### config.mk
export PLATFORM = sky130hd
export DESIGN_NAME = hazard_scoreboard_flat
export DESIGN_NICKNAME = d
export VERILOG_FILES = /design/src/rtl/hazard_scoreboard_if.sv /design/src/rtl/hazard_scoreboard.sv /design/src/flat_wrapper.sv
export SDC_FILE = /design/constraint.sdc
export NUM_CORES = 1
export LEC_CHECK = 0
export BUFFER_PORTS_ARGS = -buffer_cell sky130_fd_sc_hd__buf_2
export CAP_MARGIN = 20
export CORE_MARGIN = 10
export CORE_UTILIZATION = 30
export CTS_BUF_LIST = sky130_fd_sc_hd__clkbuf_8
export CTS_CLUSTER_SIZE = 20
export DETAILED_ROUTE_END_ITERATION = 12
export HOLD_SLACK_MARGIN = 0.03
export SLEW_MARGIN = 5
export SYNTH_ARGS = -nofsm -noshare
export SYNTH_HDL_FRONTEND = slang
export SYNTH_SLANG_ARGS = --single-unit
### constraint.sdc
create_clock -name clk -period 11.1 [get_ports clk]
set_input_delay 0.555 -clock clk [delete_from_list [all_inputs] [get_ports clk]]
set_output_delay 0.555 -clock clk [all_outputs]
set_load 0.01 [all_outputs]
### src/rtl/hazard_scoreboard_if.sv
// Decode/writeback bundle between the pipeline and hazard_scoreboard.
//   master : pipeline side, drives decode/control/writeback, reads stall/fwd
//   slave  : scoreboard side
// Signals:
//   dec_valid/rs1/rs2/use_rs1/use_rs2/we/rd/lat : instruction in decode
//   mem_stall : pipeline freeze, flush : squash in-flight producers
//   wb_valid/wb_rd : register-file write
//   stall, fwd_rs1, fwd_rs2, stall_cycles : scoreboard outputs
interface hazard_scoreboard_if #(
  parameter int NUM_REGS    = 32,
  parameter int MAX_LAT     = 8,
  parameter int STALL_CNT_W = 32
);
  localparam int RW = $clog2(NUM_REGS);
  localparam int LW = $clog2(MAX_LAT + 1);

  logic                   dec_valid;
  logic [RW-1:0]          dec_rs1;
  logic [RW-1:0]          dec_rs2;
  logic                   dec_use_rs1;
  logic                   dec_use_rs2;
  logic                   dec_we;
  logic [RW-1:0]          dec_rd;
  logic [LW-1:0]          dec_lat;
  logic                   mem_stall;
  logic                   flush;
  logic                   wb_valid;
  logic [RW-1:0]          wb_rd;
  logic                   stall;
  logic                   fwd_rs1;
  logic                   fwd_rs2;
  logic [STALL_CNT_W-1:0] stall_cycles;

  modport master (
    output dec_valid, dec_rs1, dec_rs2, dec_use_rs1, dec_use_rs2,
           dec_we, dec_rd, dec_lat, mem_stall, flush, wb_valid, wb_rd,
    input  stall, fwd_rs1, fwd_rs2, stall_cycles
  );

  modport slave (
    input  dec_valid, dec_rs1, dec_rs2, dec_use_rs1, dec_use_rs2,
           dec_we, dec_rd, dec_lat, mem_stall, flush, wb_valid, wb_rd,
    output stall, fwd_rs1, fwd_rs2, stall_cycles
  );
endinterface

### src/rtl/hazard_scoreboard.sv
// Latency-aware register scoreboard sitting between decode and execute.
// Tracks, per architectural register, whether a write is outstanding and how
// many cycles remain until the result reaches the bypass network. Produces a
// decode stall for RAW/WAW hazards (or pipeline freeze), bypass selects for
// sources whose producer is already forwardable, and a saturating count of
// stalled cycles.
// Ports:
//   clk   : clock, rising edge
//   reset : synchronous, active-high
//   sb    : hazard_scoreboard_if.slave (decode, control, writeback, results)

// One tracked register: busy flag plus countdown to forwardability.
module hazard_sb_entry #(
  parameter int LW = 4
) (
  input  logic          clk,
  input  logic          reset,
  input  logic          flush,
  input  logic          mem_stall,
  input  logic          set,
  input  logic [LW-1:0] set_lat,
  input  logic          clr,
  output logic          busy,
  output logic [LW-1:0] cnt
);
  always_ff @(posedge clk) begin
    if (reset || flush) begin
      busy <= 1'b0;
      cnt  <= '0;
    end else if (set) begin
      // a new producer replaces whatever was tracked, even if the old one
      // writes back in this same cycle
      busy <= 1'b1;
      cnt  <= set_lat;
    end else begin
      if (clr) busy <= 1'b0;
      if (!mem_stall && busy && cnt != '0) cnt <= cnt - LW'(1);
    end
  end
endmodule

module hazard_scoreboard #(
  parameter int NUM_REGS    = 32,
  parameter int MAX_LAT     = 8,
  parameter int STALL_CNT_W = 32
) (
  input logic               clk,
  input logic               reset,
  hazard_scoreboard_if.slave sb
);
  localparam int RW = $clog2(NUM_REGS);
  localparam int LW = $clog2(MAX_LAT + 1);

  logic [NUM_REGS-1:0]         busy;
  logic [NUM_REGS-1:0][LW-1:0] cnt;
  logic                        raw1, raw2, waw;
  logic                        stall_i, issue;

  // register 0 is hard-wired zero: never tracked, so never busy
  genvar r;
  generate
    for (r = 0; r < NUM_REGS; r++) begin : g_reg
      if (r == 0) begin : g_zero
        assign busy[r] = 1'b0;
        assign cnt[r]  = '0;
      end else begin : g_ent
        hazard_sb_entry #(.LW(LW)) u_ent (
          .clk       (clk),
          .reset     (reset),
          .flush     (sb.flush),
          .mem_stall (sb.mem_stall),
          .set       (issue && sb.dec_we && (sb.dec_rd == RW'(r))),
          .set_lat   (sb.dec_lat),
          .clr       (sb.wb_valid && (sb.wb_rd == RW'(r))),
          .busy      (busy[r]),
          .cnt       (cnt[r])
        );
      end
    end
  endgenerate

  // RAW only while the producer is still counting; once cnt hits 0 the value
  // is on the bypass network and the consumer forwards instead.
  assign raw1 = sb.dec_use_rs1 && (sb.dec_rs1 != '0) && busy[sb.dec_rs1] && (cnt[sb.dec_rs1] != '0);
  assign raw2 = sb.dec_use_rs2 && (sb.dec_rs2 != '0) && busy[sb.dec_rs2] && (cnt[sb.dec_rs2] != '0);
  // a newer writer may not finish before the older one still in flight
  assign waw  = sb.dec_we && (sb.dec_rd != '0) && busy[sb.dec_rd] && (cnt[sb.dec_rd] > sb.dec_lat);

  assign stall_i = !reset && ((sb.dec_valid && (raw1 || raw2 || waw)) || sb.mem_stall);
  assign issue   = sb.dec_valid && !stall_i && !sb.flush;

  assign sb.stall   = stall_i;
  assign sb.fwd_rs1 = !reset && sb.dec_use_rs1 && (sb.dec_rs1 != '0) && busy[sb.dec_rs1] && (cnt[sb.dec_rs1] == '0);
  assign sb.fwd_rs2 = !reset && sb.dec_use_rs2 && (sb.dec_rs2 != '0) && busy[sb.dec_rs2] && (cnt[sb.dec_rs2] == '0);

  logic [STALL_CNT_W-1:0] stall_cycles;

  always_ff @(posedge clk) begin
    if (reset)                                   stall_cycles <= '0;
    else if (stall_i && (stall_cycles != '1))    stall_cycles <= stall_cycles + STALL_CNT_W'(1);
  end

  assign sb.stall_cycles = stall_cycles;
endmodule

### src/flat_wrapper.sv
// flat-port wrapper written by rule: the top's interface ports become plain ports
module hazard_scoreboard_flat 
#(
  parameter int NUM_REGS    = 32,
  parameter int MAX_LAT     = 8,
  parameter int STALL_CNT_W = 32
)
  (clk, reset, sb_dec_valid, sb_dec_rs1, sb_dec_rs2, sb_dec_use_rs1, sb_dec_use_rs2, sb_dec_we, sb_dec_rd, sb_dec_lat, sb_mem_stall, sb_flush, sb_wb_valid, sb_wb_rd, sb_stall, sb_fwd_rs1, sb_fwd_rs2, sb_stall_cycles);
  hazard_scoreboard_if #(.NUM_REGS(NUM_REGS), .MAX_LAT(MAX_LAT), .STALL_CNT_W(STALL_CNT_W)) sb_i ();
  input logic clk;
  input logic reset;
  input wire logic [$bits(sb_i.dec_valid)-1:0] sb_dec_valid;
  input wire logic [$bits(sb_i.dec_rs1)-1:0] sb_dec_rs1;
  input wire logic [$bits(sb_i.dec_rs2)-1:0] sb_dec_rs2;
  input wire logic [$bits(sb_i.dec_use_rs1)-1:0] sb_dec_use_rs1;
  input wire logic [$bits(sb_i.dec_use_rs2)-1:0] sb_dec_use_rs2;
  input wire logic [$bits(sb_i.dec_we)-1:0] sb_dec_we;
  input wire logic [$bits(sb_i.dec_rd)-1:0] sb_dec_rd;
  input wire logic [$bits(sb_i.dec_lat)-1:0] sb_dec_lat;
  input wire logic [$bits(sb_i.mem_stall)-1:0] sb_mem_stall;
  input wire logic [$bits(sb_i.flush)-1:0] sb_flush;
  input wire logic [$bits(sb_i.wb_valid)-1:0] sb_wb_valid;
  input wire logic [$bits(sb_i.wb_rd)-1:0] sb_wb_rd;
  output wire logic [$bits(sb_i.stall)-1:0] sb_stall;
  output wire logic [$bits(sb_i.fwd_rs1)-1:0] sb_fwd_rs1;
  output wire logic [$bits(sb_i.fwd_rs2)-1:0] sb_fwd_rs2;
  output wire logic [$bits(sb_i.stall_cycles)-1:0] sb_stall_cycles;
  assign sb_i.dec_valid = sb_dec_valid;
  assign sb_i.dec_rs1 = sb_dec_rs1;
  assign sb_i.dec_rs2 = sb_dec_rs2;
  assign sb_i.dec_use_rs1 = sb_dec_use_rs1;
  assign sb_i.dec_use_rs2 = sb_dec_use_rs2;
  assign sb_i.dec_we = sb_dec_we;
  assign sb_i.dec_rd = sb_dec_rd;
  assign sb_i.dec_lat = sb_dec_lat;
  assign sb_i.mem_stall = sb_mem_stall;
  assign sb_i.flush = sb_flush;
  assign sb_i.wb_valid = sb_wb_valid;
  assign sb_i.wb_rd = sb_wb_rd;
  assign sb_stall = sb_i.stall;
  assign sb_fwd_rs1 = sb_i.fwd_rs1;
  assign sb_fwd_rs2 = sb_i.fwd_rs2;
  assign sb_stall_cycles = sb_i.stall_cycles;
  hazard_scoreboard #(.NUM_REGS(NUM_REGS), .MAX_LAT(MAX_LAT), .STALL_CNT_W(STALL_CNT_W)) u_core (.clk(clk), .reset(reset), .sb(sb_i));
endmodule
==> impl_metrics.py <==
metrics = {
    "yosys": {
        "syn_area_um2": 13200,
        "synth_enable_flop_cells": 0,
        "yosys.area.top_type": "dfxtp_1",
        "synth.avg_cell_area_um2": 8.95,
        "synth_cells": 1476,
        "synth_ff_type": "dfxtp_1",
        "yosys-top-cells-area": "dfxtp_1 28%, mux4_2 12%, mux2i_1 9.9%, xnor2_1 6.2%, nand2_1 6.0%",
        "ys_ff_latch": 187,
        "yosysWarnings": 0,
        "synth_top_area_share_pct": 28.3,
        "synth_seq_area_share_pct": 28.3,
        "async_reset_ff_share_pct": 0,
        "yosysUniqueCellTypes": 73,
        "synth_nets": 1545,
    },
    "finish": {
        "area_growth_pct": 8.26,
        "nFillCells": 4472,
        "layout-drive-gt1-share_pct": 15.6,
        "finish.net_count": 1547,
    },
    "worst_setup_path": {
        "crit_path_end_kind": "primary output",
        "worstRegToRegCells": 14,
        "start_kind": "primary input",
        "arrival_ns": 5.77,
        "critical_path_class": "primary input to primary output",
        "crit_fanout": 51,
        "crit_required_ns": 10.55,
    },
    "die": {
        "initial_core_util_pct": 30.5,
        "die_area_um2": 52800,
        "io_pins": 68,
        "die_h_um": 230,
        "dieWidth_um": 230,
        "rows": 76,
        "core_um2": 43300,
    },
    "detailed_routing": {
        "drt_iter0_drc": 1330,
        "wire_per_inst_um": 20.6,
        "detail-route-antenna-nets": 0,
        "drcViolationCount": 0,
        "dr.pass1.iters": 6,
        "wl_mm": 42.9,
        "dr_total_vias": 11600,
        "via_per_inst": 5.60,
    },
    "power_and_ir_drop": {
        "pwr-share-comb_pct": 10.4,
        "power.leakage_nw": 4.65,
        "power.switching_uw": 361,
        "seqPwrFrac_pct": 54.4,
        "power.internal_uw": 877,
        "ir_drop_mv": 0.0617,
        "p_sw_share_pct": 29.2,
        "power_frac_clock_pct": 35.2,
        "powerDensity_nw_per_um2": 86.6,
    },
    "global_routing": {
        "grt_pass1_vias": 11200,
        "grt_pass1_wl_mm": 66.2,
        "grt_max_degree": 101,
        "grt_remaining_overflow": 0,
        "antenna_found_initial": 7,
        "grt_usage_pct": 15.8,
    },
    "cts": {
        "clk_path_buf_depth": 2,
        "cts_buffers": 17,
        "cts_tree": "yes",
        "cts-resized-gates": 0,
        "clock_latency_ns": 0.50,
        "clk_pin_slew_ns": 0.09,
        "clock-root-buffer": "clkbuf_8",
        "h-tree-depth": 4,
        "hold_buffers": 0,
        "clock-sinks": 187,
        "post_cts_buffers": 0,
    },
    "timing": {
        "fin_setup_tns_ns": 0,
        "fin_hold_ws_ns": 0.480,
        "fmax_ghz": 0.158,
        "drv_slew": 0,
        "fin_crit_ns": 6.32,
        "fin_skew_ns": 0.0184,
        "grt_setup_unrepaired": "false",
        "setup_slack_ns": 4.78,
        "max_slew.worst_pin.slew_ns": 1.14,
        "setup_viol": 0,
        "hold_viol": 0,
        "slew-limit-headroom_pct": 24.3,
        "fin_crit_sh_pct": 57.0,
    },
    "run_status": {
        "status": "completed",
    },
    "placement": {
        "gp_congestion": 0.986,
        "portBuffers": 67,
        "dpl.hpwl_mm": 30.2,
        "dp_slack_ns": 4.70,
    },
    "worst_hold_path": {
        "holdPathStages": 1,
        "hold_path.class": "flip-flop to flip-flop",
    },
    "flow_run": {
        "drv_cap": 0,
    },
}
-- sequential cells by signal, summed over array words and instances (netlist names) --
signal / cells
u_core.g.g_ent.u_ent.cnt: 124
u_core.sb.stall_cycles: 32
u_core.g.g_ent.u_ent.busy: 31
-- layout by cell type (no fill, tap or decap), types with 7 or more instances in the layout --
master and count:
o311ai_0 8, nand4_1 11, dfxtp_1 187, xnor2_1 93
nor4_1 21, buf_2 67, mux2i_1 131, nor2_1 90
and3_1 11, clkbuf_8 20, nand2_1 208, or3_1 11
or4_1 15, nor3_4 18, nand2b_1 37, nor2b_1 15
mux2_2 15, mux4_2 69, nor3_1 24, o21a_1 38
ha_1 36, nand3_1 26, or2_2 7, a21oi_1 59
nand3b_1 13, o41ai_1 13, o211ai_1 35, o21ai_0 23
inv_1 82
-- per-stage QoR --
| stage | utilization, % | total power [mW] | cell area, um^2 | instances |
|---|---|---|---|---|
| 5_1_grt | 33.0 | 1.28 | 14300 | 2078 |
| 3_3_place_gp | 32.2 | 0.813 | 13900 | 2044 |
| 3_5_place_dp | 32.2 | 0.814 | 13900 | 2044 |
| 6_report | 33.1 | 1.24 | 14300 | 2080 |
| 2_1_floorplan | - | 0.772 | 13200 | 1476 |
| 4_1_cts | 33.0 | 1.25 | 14300 | 2076 |
-- final cells by class --
class | instances | area (um^2) | share of cell area, %
Multi-Input combinational cell | 1114 | 8770 | 61.3
Timing Repair Buffer | 72 | 373 | 2.61
Antenna cell | 4 | 10.0 | 0.0700
Tap cell | 585 | 732 | 5.12
Sequential cell | 187 | 3740 | 26.2
Clock inverter | 12 | 76.3 | 0.534
Inverter | 86 | 325 | 2.27
Clock buffer | 20 | 275 | 1.92
-- critical path, stage by stage --
cell and delay, ns:
buf_2 0.08, buf_4 0.66, nor2b_1 0.56, a22oi_1 0.19, mux4_2 0.50, a21oi_1 0.20, ha_1 0.26, nor2b_1 0.13
o211ai_1 0.15, a21oi_1 0.09, a41oi_1 0.30, nand2b_1 0.14, and3_2 0.81, inv_2 0.69, buf_2 0.36
-- worst paths after layout --
kind | slack, ns | endpoint | from
worst max-delay path | 4.78 | sb_stall | sb_dec_rd[0]
worst max register to register | 5.76 | u_core.g_reg[14].g_ent.u_ent.cnt[1] | u_core.g_reg[12].g_ent.u_ent.cnt[1]
worst min-delay path | 0.48 | u_core.sb.stall_cycles[4] | u_core.sb.stall_cycles[4]
worst min register to register | 0.48 | u_core.sb.stall_cycles[4] | u_core.sb.stall_cycles[4]
-- logic make-up (layout without fill, tap and decap cells) --
| kind of cell | count (synthesis) | in the layout | synth area share (%) |
|---|---|---|---|
| adder cells (fa/ha/maj) | 36 | 36 | 3.41 |
| other | 0 | 4 | 0 |
| flip-flops | 187 | 187 | 28.3 |
| XOR/XNOR | 93 | 93 | 6.17 |
| buffers and inverters | 175 | 190 | 5.44 |
| multiplexers | 215 | 215 | 23.0 |
| AO/OA/AOI/OAI | 231 | 231 | 12.1 |
| AND/OR/NAND/NOR | 539 | 539 | 21.6 |
-- synthesized netlist by cell type, types with 7 or more instances --
master	n
buf_2	16
and3_1	11
or3_1	11
o21a_1	38
ha_1	36
nor2_1	91
nor4_1	21
nand2b_1	37
or2_2	7
xnor2_1	93
clkbuf_1	54
or4_1	15
o41ai_1	13
nor3_4	18
o21ai_0	23
o211ai_1	35
nand3_1	26
mux4_2	69
nand4_1	11
a21oi_1	59
nor2b_1	15
nand3b_1	13
mux2i_1	131
nor3_1	24
dfxtp_1	187
mux2_2	15
nand2_1	212
o311ai_0	8
buf_1	11
inv_1	80
-- power by group through the flow --
stage               Combinational [mW]  Clock [mW]  Sequential [mW]
floorplan                       0.0838           0            0.688
global placement                 0.124           0            0.689
detailed placement               0.125           0            0.689
CTS                              0.126       0.448            0.673
global route                     0.135       0.467            0.674
finish                           0.128       0.436            0.673
-- per-layer routing --
metal	routed length [um]	part of all wire, %	track usage (%)
met5	45	0.10	0
met4	740	1.7	3.88
met3	5340	12	5.71
met2	18200	42	23.4
met1	18600	43	21.3
Note: power is estimated with default switching activity, not from simulation.
